===== config.mk =====
export PLATFORM = sky130hd
export DESIGN_NAME = vga_sync_monitor
export DESIGN_NICKNAME = d
export VERILOG_FILES = /design/src/rtl/vga_timing_pkg.sv /design/src/rtl/vga_sync_sampler.sv /design/src/rtl/vga_sync_monitor.sv
export SDC_FILE = /design/constraint.sdc
export NUM_CORES = 1
export LEC_CHECK = 0
export ABC_AREA = 1
export CAP_MARGIN = 20
export CORE_AREA = 4 4 108 110
export CTS_BUF_LIST = sky130_fd_sc_hd__clkbuf_16
export DETAILED_ROUTE_END_ITERATION = 8
export DIE_AREA = 0 0 112 114
export DONT_BUFFER_PORTS = 1
export SLEW_MARGIN = 25
export SYNTH_ARGS = -nofsm -noshare
export SYNTH_HDL_FRONTEND = slang
export SYNTH_SLANG_ARGS = --single-unit

===== constraint.sdc =====
create_clock -name clk -period 6.7 [get_ports clk]
set_clock_uncertainty 0.05 [all_clocks]
set_input_delay 1.34 -clock clk [delete_from_list [all_inputs] [get_ports clk]]
set_output_delay 1.34 -clock clk [all_outputs]
set_load 0.005 [all_outputs]

===== src/rtl/vga_timing_pkg.sv =====
// vga_timing_pkg
//   Shared 640x480@60 timing constants, counter widths and the sync-monitor
//   FSM encoding. Used by the VGA controller and by vga_sync_monitor.
package vga_timing_pkg;

  localparam int unsigned H_ACTIVE = 640;
  localparam int unsigned H_FP     = 16;
  localparam int unsigned H_SYNC   = 96;
  localparam int unsigned H_BP     = 48;
  localparam int unsigned V_ACTIVE = 480;
  localparam int unsigned V_FP     = 10;
  localparam int unsigned V_SYNC   = 2;
  localparam int unsigned V_BP     = 33;

  localparam int unsigned H_TOTAL  = H_ACTIVE + H_FP + H_SYNC + H_BP;
  localparam int unsigned V_TOTAL  = V_ACTIVE + V_FP + V_SYNC + V_BP;

  localparam int unsigned H_CNT_W  = 11;
  localparam int unsigned V_CNT_W  = 10;

  typedef enum logic [1:0] {
    SEEK    = 2'd0,
    ACQUIRE = 2'd1,
    LOCKED  = 2'd2
  } sync_state_t;

endpackage


===== src/rtl/vga_sync_sampler.sv =====
// vga_sync_sampler
//   Stage-1 input registers for the sync monitor. Samples sync, bright and
//   RGB on each pixel strobe and flags sync edges between the last two
//   samples.
// Ports
//   clk, clear             : clock, synchronous active-high reset
//   pix_en                 : pixel strobe; registers hold when 0
//   hSync, vSync           : active-low syncs as driven to the DAC
//   bright, rgb_*          : active-video flag and pixel colour
//   bright_smp, rgb_smp    : sampled bright / {R,G,B}
//   hs_fall/hs_rise,
//   vs_fall/vs_rise        : edges between previous and current sample
module vga_sync_sampler (
  input  logic        clk,
  input  logic        clear,
  input  logic        pix_en,
  input  logic        hSync,
  input  logic        vSync,
  input  logic        bright,
  input  logic [7:0]  rgb_red,
  input  logic [7:0]  rgb_green,
  input  logic [7:0]  rgb_blue,
  output logic        bright_smp,
  output logic [23:0] rgb_smp,
  output logic        hs_fall,
  output logic        hs_rise,
  output logic        vs_fall,
  output logic        vs_rise
);

  logic hs_cur, hs_prev, vs_cur, vs_prev;

  always_ff @(posedge clk) begin
    if (clear) begin
      hs_cur     <= 1'b0;
      hs_prev    <= 1'b0;
      vs_cur     <= 1'b0;
      vs_prev    <= 1'b0;
      bright_smp <= 1'b0;
      rgb_smp    <= '0;
    end else if (pix_en) begin
      hs_prev    <= hs_cur;
      hs_cur     <= hSync;
      vs_prev    <= vs_cur;
      vs_cur     <= vSync;
      bright_smp <= bright;
      rgb_smp    <= {rgb_red, rgb_green, rgb_blue};
    end
  end

  assign hs_fall = hs_prev & ~hs_cur;
  assign hs_rise = ~hs_prev & hs_cur;
  assign vs_fall = vs_prev & ~vs_cur;
  assign vs_rise = ~vs_prev & vs_cur;

endmodule


===== src/rtl/vga_sync_monitor.sv =====
// vga_sync_monitor
//   Loopback checker for the VGA output: recovers pixel coordinates from
//   hSync/vSync, checks line/frame timing, locks after a clean frame and
//   captures one probe pixel per locked frame.
// Ports
//   clk, clear      : clock, synchronous active-high reset
//   pix_en          : pixel strobe; all state holds when 0
//   hSync, vSync    : active-low syncs
//   bright, rgb_*   : active-video flag and colour
//   locked          : a full frame with correct timing was seen
//   pixel_valid,x,y : locked and current sample inside the active window
//   frame_done      : one-clk pulse on each good vSync fall while locked
//   probe_rgb       : {R,G,B} at (PROBE_X,PROBE_Y) of the last locked frame
//   h_err, v_err,
//   blank_err       : sticky timing / blanking errors
module vga_sync_monitor #(
  parameter int unsigned H_ACTIVE = vga_timing_pkg::H_ACTIVE,
  parameter int unsigned H_FP     = vga_timing_pkg::H_FP,
  parameter int unsigned H_SYNC   = vga_timing_pkg::H_SYNC,
  parameter int unsigned H_BP     = vga_timing_pkg::H_BP,
  parameter int unsigned V_ACTIVE = vga_timing_pkg::V_ACTIVE,
  parameter int unsigned V_FP     = vga_timing_pkg::V_FP,
  parameter int unsigned V_SYNC   = vga_timing_pkg::V_SYNC,
  parameter int unsigned V_BP     = vga_timing_pkg::V_BP,
  parameter int unsigned PROBE_X  = 320,
  parameter int unsigned PROBE_Y  = 240
) (
  input  logic        clk,
  input  logic        clear,
  input  logic        pix_en,
  input  logic        hSync,
  input  logic        vSync,
  input  logic        bright,
  input  logic [7:0]  rgb_red,
  input  logic [7:0]  rgb_green,
  input  logic [7:0]  rgb_blue,
  output logic        locked,
  output logic        pixel_valid,
  output logic [9:0]  x,
  output logic [8:0]  y,
  output logic        frame_done,
  output logic [23:0] probe_rgb,
  output logic        h_err,
  output logic        v_err,
  output logic        blank_err
);

  import vga_timing_pkg::*;

  localparam int unsigned HTOT = H_ACTIVE + H_FP + H_SYNC + H_BP;
  localparam int unsigned VTOT = V_ACTIVE + V_FP + V_SYNC + V_BP;

  localparam logic [H_CNT_W-1:0] H_LAST      = H_CNT_W'(HTOT - 1);
  localparam logic [H_CNT_W-1:0] H_SYNC_LAST = H_CNT_W'(H_SYNC - 1);
  localparam logic [H_CNT_W-1:0] H_START     = H_CNT_W'(H_SYNC + H_BP);
  localparam logic [H_CNT_W-1:0] H_END       = H_CNT_W'(H_SYNC + H_BP + H_ACTIVE);
  localparam logic [V_CNT_W-1:0] V_LAST      = V_CNT_W'(VTOT - 1);
  localparam logic [V_CNT_W-1:0] V_SYNC_LAST = V_CNT_W'(V_SYNC - 1);
  localparam logic [V_CNT_W-1:0] V_START     = V_CNT_W'(V_SYNC + V_BP);
  localparam logic [V_CNT_W-1:0] V_END       = V_CNT_W'(V_SYNC + V_BP + V_ACTIVE);
  localparam logic [9:0]         PROBE_XV    = 10'(PROBE_X);
  localparam logic [8:0]         PROBE_YV    = 9'(PROBE_Y);

  logic        bright_smp;
  logic [23:0] rgb_smp;
  logic        hs_fall, hs_rise, vs_fall, vs_rise;

  sync_state_t         state_q, state_d;
  logic [H_CNT_W-1:0]  h_cnt, h_next;
  logic [V_CNT_W-1:0]  v_cnt, v_next;
  logic                h_fail, v_fail, in_win, valid_d;
  logic [9:0]          hx;
  logic [8:0]          vy;

  vga_sync_sampler u_sampler (
    .clk        (clk),
    .clear      (clear),
    .pix_en     (pix_en),
    .hSync      (hSync),
    .vSync      (vSync),
    .bright     (bright),
    .rgb_red    (rgb_red),
    .rgb_green  (rgb_green),
    .rgb_blue   (rgb_blue),
    .bright_smp (bright_smp),
    .rgb_smp    (rgb_smp),
    .hs_fall    (hs_fall),
    .hs_rise    (hs_rise),
    .vs_fall    (vs_fall),
    .vs_rise    (vs_rise)
  );

  // Checks compare the count held before this sample; the window uses the
  // count after it, i.e. the coordinate of the sample itself.
  always_comb begin
    h_next = hs_fall ? '0 : ((&h_cnt) ? h_cnt : h_cnt + 1'b1);
    v_next = v_cnt;
    if (vs_fall)
      v_next = '0;
    else if (hs_fall && !(&v_cnt))
      v_next = v_cnt + 1'b1;

    h_fail = (hs_fall && (h_cnt != H_LAST)) || (hs_rise && (h_cnt != H_SYNC_LAST));
    v_fail = (vs_fall && (v_cnt != V_LAST)) || (vs_rise && (v_cnt != V_SYNC_LAST));

    in_win = (h_next >= H_START) && (h_next < H_END) &&
             (v_next >= V_START) && (v_next < V_END);
    hx     = 10'(h_next - H_START);
    vy     = 9'(v_next - V_START);

    state_d = state_q;
    if (pix_en) begin
      case (state_q)
        SEEK:    if (vs_fall) state_d = ACQUIRE;
        ACQUIRE: if (h_fail || v_fail) state_d = SEEK;
                 else if (vs_fall)     state_d = LOCKED;
        LOCKED:  if (h_fail || v_fail) state_d = SEEK;
        default: state_d = SEEK;
      endcase
    end

    valid_d = (state_d == LOCKED) && in_win;
  end

  always_ff @(posedge clk) begin
    if (clear) state_q <= SEEK;
    else       state_q <= state_d;
  end

  assign locked = (state_q == LOCKED);

  always_ff @(posedge clk) begin
    if (clear) begin
      h_cnt       <= '0;
      v_cnt       <= '0;
      pixel_valid <= 1'b0;
      x           <= '0;
      y           <= '0;
      frame_done  <= 1'b0;
      probe_rgb   <= '0;
      h_err       <= 1'b0;
      v_err       <= 1'b0;
      blank_err   <= 1'b0;
    end else begin
      frame_done <= 1'b0;
      if (pix_en) begin
        h_cnt       <= h_next;
        v_cnt       <= v_next;
        pixel_valid <= valid_d;
        x           <= valid_d ? hx : '0;
        y           <= valid_d ? vy : '0;
        if (state_q != SEEK) begin
          h_err <= h_err | h_fail;
          v_err <= v_err | v_fail;
        end
        if (state_q == LOCKED) begin
          blank_err  <= blank_err | (bright_smp != in_win);
          // a timing failure on the vSync edge suppresses the pulse
          frame_done <= vs_fall && !h_fail && !v_fail;
        end
        if (valid_d && (hx == PROBE_XV) && (vy == PROBE_YV))
          probe_rgb <= rgb_smp;
      end
    end
  end

endmodule


# After elaboration in Yosys (flattened, before gate mapping)
# Cells that the tools add are included.
[classes] addsub=4 order_cmp=4 eq_ne=10 muxes=12 bitwise=13 reduce_logical=27
[ops] operator="$mux 10" n=3
[ops] operator="$mux 11" n=2
[ops] operator="$logic_and 1x1->1" n=13
[ops] operator="$add 11x1->11 const B" n=1
[ops] operator="$ge 11x8->1 const B" n=1
[ops] operator="$lt 11x10->1 const B" n=1
[ops] operator="$ne 11x10->1 const B" n=1
[ops] operator="$ne 11x7->1 const B" n=1
[ops] operator="$reduce_and 11->1" n=1
[ops] operator="$add 10x1->10 const B" n=1
[ops] operator="$eq 10x9->1 const B" n=1
[ops] operator="$ge 10x6->1 const B" n=1
[ops] operator="$lt 10x10->1 const B" n=1
[ops] operator="$mux 2" n=5
[ops] operator="$ne 10x1->1 const B" n=1
[ops] operator="$ne 10x10->1 const B" n=1
[ops] operator="$reduce_and 10->1" n=1
[ops] operator="$sub 10x8->10 const B" n=1
[ops] operator="$eq 9x8->1 const B" n=1
[ops] operator="$mux 9" n=1
[ops] operator="$sub 9x6->9 const B" n=1
[ops] operator="$not 1->1" n=6
[ops] operator="$pmux 2 s3" n=1
[ops] operator="$reduce_and 2->1" n=3
[ops] operator="other kinds (10)" n=20
[totals] reg_bits=100 inputBits=30 out_inout_bits=49 word_cells=87

# Depth between registers and ports, before layout
[logic_depth] depth_word=13 ltp_mapped=22 ltp_nobuf=21

# By module
# A second synthesis with hierarchy kept.
[hier_totals] hier_cells=826 hier_area_um2=5282.6
[by_module_without_submodules] module="vga_sync_monitor" instances=1 cells_each=636 area_each_um2=4077.7 seq_area_each_um2=1421.4
[by_module_without_submodules] module="vga_sync_sampler" instances=1 cells_each=190 area_each_um2=1204.9 seq_area_each_um2=580.6

# Worst setup path after synthesis
# Ideal clock, no wire load.
[synth_path] path_type="reg-to-reg" start="reg v_cnt[0]" end="reg probe_rgb[10]" arrival_ns=2.629 required_ns=6.534 setup_slack_ns=3.905 stages_incl_launch_ff=22 cell_sequence="dfxtp_1 > ha_1 > inv_1 > nor2_4 > nand3_4 > nand2_4 > nand2_1 > nand3_1 > inv_1 > ha_1 > inv_1 > nand3_2 > o21ai_2 > inv_1 > nand2_1 > nand3_1 > nor2_2 > nand2_2 > buf_6 > buf_8 > nor3_2 > nor2_1"
[synth_via] elab_chain_cells=12 elab_cells_between_ends=27 classes_between="add/sub: 2; order compare: 2; eq/ne: 4; mux: 6; reduce/logical: 13"
[synth_lines] item="start: declaration" line_no="vga_sync_monitor.sv:70" text="logic [V_CNT_W-1:0] v_cnt, v_next;"
[synth_lines] item="start signal: assignment" line_no="vga_sync_monitor.sv:148" text="v_cnt <= v_next;"
[synth_lines] item="branches (longest 3 deep; another with $add 10x1->10)"
[synth_lines] item="$mux 10 (*)" line_no="vga_sync_monitor.sv:100" text="else if (hs_fall && !(&v_cnt))"
[synth_lines] item="$mux 10 (*)" line_no="vga_sync_monitor.sv:98" text="if (vs_fall)"
[synth_lines] item="via v_next[1]" line_no="vga_sync_monitor.sv:70"
[synth_lines] item="branches (longest 5 deep; another with $sub 9x6->9)"
[synth_lines] item="$logic_and 1x1->1 (*)" line_no="vga_sync_monitor.sv:161" text="if (valid_d && (hx == PROBE_XV) && (vy == PROBE_YV))"
[synth_lines] item="$reduce_and 2->1 (no source line) (*)"
[synth_lines] item="end signal: assignment" line_no="vga_sync_monitor.sv:162" text="probe_rgb <= rgb_smp;"
[synth_lines] item="end: declaration" line_no="vga_sync_monitor.sv:42" text="output logic [23:0] probe_rgb,"
# Mark *: on every way through the listed nets, which the timed path passes.
# A chain may end at the register's enable or synchronous reset.

# Final worst setup path
[layout_path] start="reg v_cnt[0]" end="reg y[4]"
[layout_via] elab_chain_cells=10 elab_cells_between_ends=24 classes_between="add/sub: 2; order compare: 2; eq/ne: 3; mux: 7; reduce/logical: 10"
[layout_lines] item="branches (longest 3 deep; another with $add 10x1->10)"
[layout_lines] item="$mux 10 (*)" line_no="vga_sync_monitor.sv:100"
[layout_lines] item="$mux 10 (*)" line_no="vga_sync_monitor.sv:98"
[layout_lines] item="via v_next[1]" line_no="vga_sync_monitor.sv:70"
[layout_lines] item="$ge 10x6->1" line_no="vga_sync_monitor.sv:107" text="(v_next >= V_START) && (v_next < V_END);"
[layout_lines] item="$logic_and 1x1->1" line_no="vga_sync_monitor.sv:106" text="in_win = (h_next >= H_START) && (h_next < H_END) &&"
[layout_lines] item="$logic_and 1x1->1" line_no="vga_sync_monitor.sv:107"
[layout_lines] item="$logic_and 1x1->1" line_no="vga_sync_monitor.sv:122" text="valid_d = (state_d == LOCKED) && in_win;"
[layout_lines] item="$mux 9 (*)" line_no="vga_sync_monitor.sv:151" text="y <= valid_d ? vy : '0;"
[layout_lines] item="end signal: assignment" line_no="vga_sync_monitor.sv:151"
[layout_lines] item="end: declaration" line_no="vga_sync_monitor.sv:40" text="output logic [8:0] y,"
# Marked as above.

==> summary.txt <==
Req. time, crit path: 6.92 ns
H-tree depth: 3
CP top delay family: simple AND/OR/NAND/NOR gates
CTS Buffer Depth: 2
Worst R2R End: y[4]
final design utilization: 51.1%
CP peak stage delay: 0.63 ns
Post-Place Setup Slack: 2.35 ns
final hold vios: 0
CTS resizes: 0
Final min period: 4.07 ns
average wire per standard cell: 14.1 um
DR iter-0 viols: 396
cell count after synthesis: 743
fmax: 246 MHz
syn_area_per_cell: 7.03 sq um
CP Cell Sequence: ha_1 -> inv_1 -> nor2_4 -> nand3_4 -> nand2_4 -> nand2_1 -> nand3_1 -> inv_1 -> ha_1 -> inv_1 -> nand3_2 -> nor2_1 -> nand3_1 -> nand2_1 -> nand2_1 -> clkinv_1 -> nand4_4 -> inv_1 -> o21ai_0 -> a21oi_1
CTS Hold Bufs: 0
placed cell count: 847
# fillers: 1067
CP bufs+invs: 5
r2r setup slk: 2.63 ns
Psw: 330 uW
DIE WIDTH: 112 um
crit path launch type: flop
clk slew on worst S/H paths: 0.07 ns
CTS root buf: clkbuf_16
Syn. warnings: 0
vias in the first global route: 4403
Clock power frac: 39.9%
Buffers on Ports: 0
Final Worst Setup Slack: 2.63 ns
TritonCTS clock tree: built
share of layout cells above drive strength 1: 8.44%
top cells by area, synth: dfxtp_1 38%, nand2_1 12%, nor2_1 8.5%
crit-path most repeated cell: inv_1
Tot Pwr: 1.28 mW
top-area cell type share of the netlist area: 38.3%
initial core utilization: 48.8%
dpl hpwl: 8400 um
worst-margin pin slew: 0.976 ns
design area: 0.00547 sq mm
Crit path arrival time: 4.29 ns
crit path max fanout: 53
Final setup viols: 0
DRC viols: 0
remaining global-route overflow: 0
Worst R2R Path Depth: 20
syn_nets: 781
Worst setup EP type: flop
worst hold slack: 0.435 ns
synth-to-layout area growth: 4.74%
ANT cells: 0
Die Ht: 114 um
count of cell types in the netlist: 41
Reg area: 0.00200 sq mm
Net count, final: 756
FF-to-FF Start: v_cnt[0]
hold depth: 2
Max VDD drop: 0.000179 V
Slowest cell on crit path: nand4_4
initial antenna violation count: 0
worst hold endpoint: x[3]
Max-slew headroom: 34.8%
Final Slew Violations: 0
Leakage: 2.30 nW
I/O pin total: 79
final non-filler cell total: 863
Reg power frac: 49.6%
max-cap viol count: 0
worst hold start: x[3]
placed inst area: 0.00517 sq mm
First-pass DRT Iterations: 5
most common library cell in the layout ignoring fill and taps: nand2_1
via count: 4558
post-route ant nets: 0
wire length of the first global-routing pass: 20800 um
Placer Congestion: 0.897
Synth area leader: dfxtp_1
vias per inst: 5.28
CTS buffer count: 9
clk_lat worst skew: 0.34 ns
postcts setup bufs: 0
row count: 38
Worst Setup Path Type: reg -> reg
sequential cell area fraction in the yosys report: 38.3%
status: finished clean
largest net degree at the start of global routing: 74
cell area power density: 233 mW/mm^2
Routed WL: 12200 um
Combinational Power Share: 10.5%
die area: 0.0128 sq mm
P_int: 946 uW
Worst Hold Class: reg -> reg
sw frac: 25.9%
All-Layer GR Usage: 19.6%
setup TNS: 0 ns
core area: 0.0107 sq mm
RSZ-0062 raised after global routing: false
Tcrit/Tclk final: 60.8%
mapped cell area: 0.00522 sq mm
CTS sink count: 100
most frequent cells in the layout: 169 x nand2_1, 118 x nor2_1, 100 x dfxtp_1
area of the multi-input gates: 0.00276 sq mm
register bit total from synthesis: 100
synthesized netlist by cell type (all sizes together):
master	count
nand4	9
and3	2
xnor2	2
a22oi	1
or2	4
nand2	175
ha	8
a21oi	50
buf	19
nand3b	2
inv	60
xor2	4
o21a	2
o31ai	1
nand3	49
nor3	28
nor2	124
and2	1
clkinv	2
o21ai	57
clkbuf	18
dfxtp	100
o21bai	25
area by class of cell:
type                    instances  share of cell area, %
multi-input cells             544                   50.5
well taps                     140                   3.20
flip-flops and latches        100                   36.6
clock inverters                 7                   1.19
repair buffers                  1                  0.137
clock buffers                   9                   4.12
inverters                      62                   4.26
flip-flops by register name (all words and copies together) (netlist names):
register,cells
probe_rgb,24
u_sampler.rgb_smp,24
h_cnt,11
v_cnt,10
x,10
y,9
state_q,2
blank_err,1
frame_done,1
h_err,1
pixel_valid,1
u_sampler.bright_smp,1
u_sampler.hs_cur,1
u_sampler.hs_prev,1
u_sampler.vs_cur,1
u_sampler.vs_prev,1
v_err,1
kinds of logic after synthesis:
| logic type | after synthesis | share of synthesized area (%) |
|---|---|---|
| simple gates | 394 | 35.4 |
| compound gates | 136 | 14.5 |
| flops | 100 | 38.3 |
| buf+inv | 99 | 8.87 |
| fa+ha+maj | 8 | 1.92 |
| xor+xnor | 6 | 1.01 |
routing by layer:
| metal | share of wire [%] | global-route usage (%) | vias up |
|---|---|---|---|
| li1 | - | - | 2345 |
| met1 | 45 | 25.0 | 2091 |
| met2 | 47 | 33.1 | 118 |
| met3 | 7.2 | 5.84 | 4 |
| met4 | 0.37 | 3.85 | 0 |
| met5 | 0 | 0 | - |
worst register-to-register path, stage by stage (launching register included):
cell and delay [ns]:
dfxtp_1 0.47, ha_1 0.25, inv_1 0.10, nor2_4 0.17, nand3_4 0.16, nand2_4 0.14
nand2_1 0.06, nand3_1 0.13, inv_1 0.09, ha_1 0.18, inv_1 0.09, nand3_2 0.13
nor2_1 0.11, nand3_1 0.07, nand2_1 0.06, nand2_1 0.07, clkinv_1 0.08, nand4_4 0.63
inv_1 0.65, o21ai_0 0.17, a21oi_1 0.14
power groups by stage:
stage          Combinational, mW  Sequential, mW  Clock, mW
2_1_floorplan              0.115           0.641          0
3_3_place_gp               0.131           0.646          0
3_5_place_dp               0.133           0.647          0
4_1_cts                    0.134           0.633      0.525
5_1_grt                    0.158           0.636      0.550
6_report                   0.134           0.633      0.509
how the worst max path moves through the flow:
stage | from | to | slack, ns | cells past startpoint
after floorplan | v_cnt[0] | probe_rgb[10] | 3.91 | 21
after global placement | pix_en | y[4] | 2.38 | 7
after CTS | h_cnt[0] | y[4] | 2.65 | 18
after global routing | v_cnt[0] | y[4] | 2.13 | 20
after detailed placement | pix_en | y[4] | 2.35 | 7
final | v_cnt[0] | y[4] | 2.63 | 20
(Power assumes the default switching activity.)
